**src/rtl/cache_controller.sv**
```systemverilog
// cache_controller: two-level (L1/L2) direct-mapped, write-through, write-allocate cache model
// with fixed lookup latencies and no backing memory (a miss in both levels reads as zero).
//
// Ports:
//   clk       in   1          rising-edge clock
//   rst       in   1          synchronous reset, active-low
//   wr_en     in   1          1 = write request, 0 = read request (sampled in idle only)
//   addr      in   WORD_SIZE  word address of the request
//   data      in   WORD_SIZE  write data
//   data_out  out  WORD_SIZE  registered read result; holds the last read value
//
// Timing (edge 0 is the idle edge that captures the request):
//   L1 hit              -> data_out updated at edge L1_DELAY
//   L2 hit / full miss  -> data_out updated at edge L1_DELAY+L2_DELAY
//   write               -> arrays updated at edge L1_DELAY+L2_DELAY, data_out untouched
module cache_controller #(
    parameter int unsigned WORD_SIZE = 32,
    parameter int unsigned L1_DELAY  = 3,
    parameter int unsigned L2_DELAY  = 3,
    parameter int unsigned L1_LINES  = 16,
    parameter int unsigned L2_LINES  = 64
) (
    input  logic                 clk,
    input  logic                 rst,
    input  logic                 wr_en,
    input  logic [WORD_SIZE-1:0] addr,
    input  logic [WORD_SIZE-1:0] data,
    output logic [WORD_SIZE-1:0] data_out
);

    localparam int unsigned L1_IW = $clog2(L1_LINES);
    localparam int unsigned L2_IW = $clog2(L2_LINES);
    localparam int unsigned L1_TW = WORD_SIZE - L1_IW;
    localparam int unsigned L2_TW = WORD_SIZE - L2_IW;
    localparam int unsigned CNT_W = $clog2(L1_DELAY + L2_DELAY + 1);

    localparam logic [CNT_W-1:0] L1_CNT  = CNT_W'(L1_DELAY);
    localparam logic [CNT_W-1:0] L2_CNT  = CNT_W'(L2_DELAY);
    localparam logic [CNT_W-1:0] WR_CNT  = CNT_W'(L1_DELAY + L2_DELAY);
    localparam logic [CNT_W-1:0] CNT_ONE = CNT_W'(1);

    typedef enum logic [1:0] {
        StIdle,
        StL1Lookup,
        StL2Lookup,
        StWrite
    } state_e;

    state_e               state_q;
    logic [CNT_W-1:0]     cnt_q;
    logic [WORD_SIZE-1:0] req_addr_q;
    logic [WORD_SIZE-1:0] req_data_q;

    logic [L1_LINES-1:0]  l1_valid_q;
    logic [L1_TW-1:0]     l1_tag_q  [L1_LINES];
    logic [WORD_SIZE-1:0] l1_data_q [L1_LINES];

    logic [L2_LINES-1:0]  l2_valid_q;
    logic [L2_TW-1:0]     l2_tag_q  [L2_LINES];
    logic [WORD_SIZE-1:0] l2_data_q [L2_LINES];

    // Lookups always use the captured request, never the live input port.
    logic [L1_IW-1:0] l1_idx;
    logic [L1_TW-1:0] l1_tag;
    logic [L2_IW-1:0] l2_idx;
    logic [L2_TW-1:0] l2_tag;
    logic             l1_hit;
    logic             l2_hit;

    always_comb begin
        l1_idx = req_addr_q[L1_IW-1:0];
        l1_tag = req_addr_q[WORD_SIZE-1:L1_IW];
        l2_idx = req_addr_q[L2_IW-1:0];
        l2_tag = req_addr_q[WORD_SIZE-1:L2_IW];
        l1_hit = l1_valid_q[l1_idx] && (l1_tag_q[l1_idx] == l1_tag);
        l2_hit = l2_valid_q[l2_idx] && (l2_tag_q[l2_idx] == l2_tag);
    end

    // cnt_q counts edges since the capturing edge of the current phase; each phase
    // starts at 1 so that the decision lands exactly on edge DELAY of that phase.
    always_ff @(posedge clk) begin
        if (!rst) begin
            state_q    <= StIdle;
            cnt_q      <= '0;
            l1_valid_q <= '0;
            l2_valid_q <= '0;
            data_out   <= '0;
        end else begin
            unique case (state_q)
                StIdle: begin
                    req_addr_q <= addr;
                    req_data_q <= data;
                    cnt_q      <= CNT_ONE;
                    state_q    <= wr_en ? StWrite : StL1Lookup;
                end
                StL1Lookup: begin
                    if (cnt_q == L1_CNT) begin
                        if (l1_hit) begin
                            data_out <= l1_data_q[l1_idx];
                            state_q  <= StIdle;
                        end else begin
                            cnt_q   <= CNT_ONE;
                            state_q <= StL2Lookup;
                        end
                    end else begin
                        cnt_q <= cnt_q + CNT_ONE;
                    end
                end
                StL2Lookup: begin
                    if (cnt_q == L2_CNT) begin
                        if (l2_hit) begin
                            data_out           <= l2_data_q[l2_idx];
                            l1_valid_q[l1_idx] <= 1'b1;
                            l1_tag_q[l1_idx]   <= l1_tag;
                            l1_data_q[l1_idx]  <= l2_data_q[l2_idx];
                        end else begin
                            data_out <= '0;
                        end
                        state_q <= StIdle;
                    end else begin
                        cnt_q <= cnt_q + CNT_ONE;
                    end
                end
                StWrite: begin
                    if (cnt_q == WR_CNT) begin
                        l1_valid_q[l1_idx] <= 1'b1;
                        l1_tag_q[l1_idx]   <= l1_tag;
                        l1_data_q[l1_idx]  <= req_data_q;
                        l2_valid_q[l2_idx] <= 1'b1;
                        l2_tag_q[l2_idx]   <= l2_tag;
                        l2_data_q[l2_idx]  <= req_data_q;
                        state_q            <= StIdle;
                    end else begin
                        cnt_q <= cnt_q + CNT_ONE;
                    end
                end
                default: state_q <= StIdle;
            endcase
        end
    end

endmodule

```
**config.mk**
```make
export PLATFORM = sky130hd
export DESIGN_NAME = cache_controller
export DESIGN_NICKNAME = d
export VERILOG_FILES = /design/src/rtl/cache_controller.sv
export SDC_FILE = /design/constraint.sdc
export NUM_CORES = 2
export LEC_CHECK = 0
export CAP_MARGIN = 15
export CORE_ASPECT_RATIO = 0.5
export CORE_MARGIN = 2
export CORE_UTILIZATION = 55
export CTS_CLUSTER_DIAMETER = 60
export DETAILED_ROUTE_END_ITERATION = 6
export DONT_BUFFER_PORTS = 1
export GPL_ROUTABILITY_DRIVEN = 0
export PLACE_DENSITY_LB_ADDON = 0.05
export SLEW_MARGIN = 10
export SYNTH_ARGS = -nofsm -noshare
export SYNTH_HDL_FRONTEND = slang
export SYNTH_MEMORY_MAX_BITS = 65536
export SYNTH_SLANG_ARGS = --single-unit
```
**constraint.sdc**
```tcl
create_clock -name clk -period 17.8 [get_ports clk]
set_clock_uncertainty 0.1 [all_clocks]
set_input_delay 3.56 -clock clk [delete_from_list [all_inputs] [get_ports clk]]
set_output_delay 3.56 -clock clk [all_outputs]
set_load 0.1 [all_outputs]
```
# After elaboration in Yosys (flattened, before gate mapping)
# Memory sizes are Yosys's and may differ from the RTL's. A register that Yosys moved wholly into a read port is not among the register bits.
# Index checks and enable logic that the tools add are counted.
dict set report word_totals {
  ff_bits 181
  latchBits 0
  ramBits 4672
  mem_bits_ro 0
  in_bits 67
  out_inout_bits 32
  wordCells 91
  memories 4
}
dict set report op_classes {
  add_sub_neg 1
  mul 0
  div_mod_pow 0
  n_lt_le_gt_ge 4
  n_eq_ne 15
  n_shift 0
  muxes 43
  n_bitwise 4
  reduce_logical 13
}
# memory words width read_ports rd_clocked_by_memory_dff write_ports line_no
set memory_table {}
lappend memory_table {l2_data_q 64 32 1 1 1 60} ;# logic [WORD_SIZE-1:0] l2_data_q [L2_LINES];
lappend memory_table {l2_tag_q 64 26 1 1 1 59} ;# logic [L2_TW-1:0] l2_tag_q [L2_LINES];
lappend memory_table {l1_data_q 16 32 1 1 1 56} ;# logic [WORD_SIZE-1:0] l1_data_q [L1_LINES];
lappend memory_table {l1_tag_q 16 28 1 1 1 55} ;# logic [L1_TW-1:0] l1_tag_q [L1_LINES];
# cell count
set ops {}
lappend ops {{32-bit 2-to-1 mux} 5}
lappend ops {{64-bit OR} 1}
lappend ops {{32-bit one-hot mux with 2 select lines} 1}
lappend ops {{16-bit 2-to-1 mux} 3}
lappend ops {{16-bit one-hot mux with 2 select lines} 1}
lappend ops {{28-bit == test} 1}
lappend ops {{28-bit 2-to-1 mux} 1}
lappend ops {{26-bit == test} 1}
lappend ops {{16-bit OR} 1}
lappend ops {{2-bit inequality test, second input constant} 7}
lappend ops {{1-bit 2-to-1 mux} 13}
lappend ops {{3-bit 2-to-1 mux} 4}
lappend ops {{6-bit 2-to-1 mux} 2}
lappend ops {{3-bit one-hot mux with 4 select lines} 1}
lappend ops {{2-bit 2-to-1 mux} 5}
lappend ops {{4-bit 2-to-1 mux} 2}
lappend ops {{2-bit one-hot mux with 4 select lines} 1}
lappend ops {{4-bit AND reduction} 2}
lappend ops {{6-bit by 7-bit less-than comparator with 1-bit output, second input constant} 1}
lappend ops {{1-bit binary-select mux with 6-bit select} 1}
lappend ops {{1-bit demux with 6-bit select} 1}
lappend ops {{6-bit by 1-bit >= comparator with 1-bit output, second input constant} 1}
lappend ops {{3-bit AND reduction} 2}
lappend ops {{4-bit by 5-bit less-than comparator with 1-bit output, second input constant} 1}
lappend ops {{14 further kinds} 21}

# Depth between registers and ports, before layout
dict set report logic_depth {
  word_depth 9
  mapped_depth 19
}

# Worst setup path before layout
# OpenSTA, ideal clock, no wires.
dict set report synth_path {
  kind {input to register}
  startpoint {in rst}
  endpoint {mem l1_data_q[10][0], enable pin}
  setup_ps 552
  t_arrival_ps 9326
  required_time_ps 17148
  setup_slack_ps 7822
  cell_stages 9
  path_cell_list {nand2_1 > a211o_1 > a311oi_1 > o211ai_1 > or4_4 > nor4_4 > a21boi_2 > clkbuf_1 > nor3_1}
}
dict set report synth_via {
  elab_chain_cells 3
}
# item line_no
set synth_rtl {}
lappend synth_rtl {{start: declaration} 24} ;# input logic rst,
lappend synth_rtl {{1-bit 2-to-1 mux} 82} ;# if (!rst) begin
lappend synth_rtl {{1-bit 2-to-1 mux, on equally long branches} {115, 128}}
lappend synth_rtl {{1-bit OR (no line) (*)} -}
lappend synth_rtl {{end: declaration} 56}
# Every way passes the cells marked *; elsewhere a longest branch is shown, timed or not.

==> results.cfg <==
[hold_path]
hold_path_class = flip-flop to flip-flop

[timing]
slew_headroom = 0.1473
setup_viol = 0
fin_ws_ns = 8.321
fmax_ghz = 0.1055
slew_viol_final = 0
fin_crit_ns = 9.479
hold_viol = 0
min_period_over_period = 0.5325
worstMarginPinSlew_ns = 1.276
tns_ns = 0
rsz0062_at_grt = no

[global_route]
grt_pass1_wl_um = 759600
grtUsageTotal = 0.3253
overflow = 0
grt_max_degree = 117
grt_pass1_vias = 89370
antenna_found_initial = 50

[clocking]
cts_tree = built
numCtsBuffers = 418
cts_root_buffer = clkbuf_16
cts_resized = 0
postCtsSetupBuffers = 0
htree_levels = 5
cts_hold_buffers = 0
clock_latency_ns = 0.98
clk_pin_slew_ns = 0.06
clock_path_buffers = 4
cts_num_sinks = 4859

[routing]
wl_met3_um = 72390
vias = 94030
wl_per_cell_um = 41.80
wl_met1_um = 228100
drc = 0
drtIter0Drc = 16800
drtPass1Iterations = 7
wl_met2_um = 241900
drtAntennaViolNets = 0
top_layer = met5
viasPerCell = 7.032
routed_wl_um = 559000

[cells_and_area]
finalNetCount = 8585
mostFrequentLayoutCells = edfxtp_1 (4736), mux4_2 (1191), mux2i_1 (431)
area_growth_pct = 11.24
drive_gt1_frac = 0.2697
final_common_cell = edfxtp_1

[yosys]
yosys.cell_types.count = 75
synth_edf_count = 4736
syn-instance-count = 8170
synth-seq-cells = 4859
netlist_area_um2 = 186100
synth_nets = 8241
syn_avg_cell_area_um2 = 22.77
ys.flop_type = edfxtp_1
async_flop_share = 0
seq_area_frac_synth = 0.7776
yosysWarnings = 0

[setup_path]
critPathCapture = l1_data_q[4][2]
worst_path_max_delay_cell = buf_4
critPathTopFamily = buffers and inverters
worst-path-max-fanout = 46
crit_top_cell = buf_4
ff2ff_setup_slack_ns = 8.32
arrival_ns = 9.94
r2r_cells = 18
path_depth = 18
max_stage_delay_ns = 0.89
path_cells = buf_4 -> buf_4 -> buf_4 -> buf_4 -> mux4_2 -> mux2i_1 -> o22ai_1 -> a21oi_1 -> a21oi_1 -> nand4b_1 -> or4_1 -> nor4_4 -> buf_4 -> a21boi_4 -> buf_4 -> nor3_2 -> buf_4 -> buf_4
cp-end-kind = flip-flop
crit_type = flip-flop to flip-flop
cp.required_ns = 18.26
cp_num_buf_inv = 8
reg2reg_to = l1_data_q[4][2]
start_kind = flip-flop

[status]
status = complete, no violations

[floorplan]
num_rows = 150
die_w_um = 826.5
core_area_um2 = 335400
start_util = 0.5548
dieHeight_um = 415.3
dieArea_um2 = 343200
num_io_pins = 99

[placement]
dp_slack_ns = 8.306
io_buffers = 0
dpl.hpwl_um = 306200

[power]
power.density_nw_per_um2 = 116.8
leakage_nw = 65.32
vdd_drop_max_v = 0.00008522
power_mw = 24.18

[job]
drv_cap = 0
layout make-up:
type	instances	area (µm²)
fill	22910	128400
sequential	4859	144700
timing repair buffer	367	2895
clock inverter	263	2699
inverter	17	78.83
clock buffer	507	11110
multi-input combinational	2851	39820
antenna	24	60.06
tap	4484	5610
how the worst min path moves through the flow:
stage | from | endpoint | slack, ns | cells after the start
after CTS | l2_valid_q[7] | l2_valid_q[7] | 0.35 | 1
after floorplan | l1_valid_q[14] | l1_valid_q[14] | 0.32 | 2
after detailed placement | l2_valid_q[7] | l2_valid_q[7] | 0.34 | 1
after global placement | l2_valid_q[11] | l2_valid_q[11] | 0.33 | 1
final | l2_valid_q[39] | l2_valid_q[39] | 0.35 | 1
after global routing | l2_valid_q[15] | l2_valid_q[15] | 0.37 | 1
report_power, final:
| group | internal [mW] | switching, mW | leakage (nW) |
|---|---|---|---|
| Combinational | 0.737 | 1.31 | 15.0 |
| Clock | 5.23 | 4.20 | 6.80 |
| Sequential | 12.7 | 0.0428 | 43.6 |
cell usage after synthesis, types with 36 or more instances:
library cell | instances | share of area
mux2_2 | 81 | 0.0049
clkbuf_1 | 170 | 0.0034
a22oi_1 | 125 | 0.0050
o22ai_1 | 40 | 0.0013
nor2_1 | 104 | 0.0021
a21o_1 | 67 | 0.0027
edfxtp_1 | 4736 | 0.76
buf_2 | 176 | 0.0047
nand2_1 | 161 | 0.0032
mux4_2 | 1191 | 0.14
buf_1 | 36 | 0.00073
o21ai_0 | 84 | 0.0023
dfxtp_1 | 123 | 0.013
mux2i_1 | 431 | 0.023
buf_4 | 51 | 0.0021
a21oi_1 | 60 | 0.0016
nand3_1 | 83 | 0.0022
stage by stage:
| step | cells | utilization | hold WS, ns | cell area [µm²] |
|---|---|---|---|---|
| 2_1_floorplan | 8170 | - | 0.3196 | 186100 |
| 3_3_place_gp | 12580 | 0.5756 | 0.3280 | 193000 |
| 3_5_place_dp | 12580 | 0.5757 | 0.3367 | 193100 |
| 4_1_cts | 13350 | 0.6168 | 0.3523 | 206900 |
| 5_1_grt | 13360 | 0.6170 | 0.3657 | 206900 |
| 6_report | 13370 | 0.6171 | 0.3509 | 207000 |
cell families (layout without fill, tap and decap cells):
logic type | after synthesis | after routing | synth area share
AOI/OAI and AO/OA | 564 | 564 | 0.02169
xor gates and xnor gates | 47 | 47 | 0.002212
adders and majority gates | 4 | 4 | 0.0002690
buffers and inverters | 460 | 1154 | 0.01190
DFF | 4859 | 4859 | 0.7776
muxes | 1703 | 1703 | 0.1723
other | 0 | 24 | 0
and+or+nand+nor | 533 | 533 | 0.01407
worst register-to-register path, cell delays in order, from the launching register on:
cell	delay, ns
dfxtp_4	0.72
buf_4	0.74
buf_4	0.78
buf_4	0.91
buf_4	0.93
mux4_2	0.62
mux2i_1	0.25
o22ai_1	0.14
a21oi_1	0.33
a21oi_1	0.14
nand4b_1	0.22
or4_1	0.61
nor4_4	0.38
buf_4	0.44
a21boi_4	0.10
buf_4	0.29
nor3_2	0.20
buf_4	0.31
buf_4	0.77
per-layer routing:
layer	track usage	vias to the layer above
met2	0.4608	6312
met4	0.08475	6
met1	0.5151	51340
li1	-	35490
met5	0	-
met3	0.07750	885
registers in the layout (all words and copies together), names as in the netlist, 32 cells and up, named ones only:
signal / flops
l1_data_q: 512
l1_tag_q: 448
req_data_q: 32
l2_tag_q: 1664
l2_valid_q: 64
l2_data_q: 2048
req_addr_q: 32
data_out: 32
No activity file was read; power rests on OpenSTA's default activity.
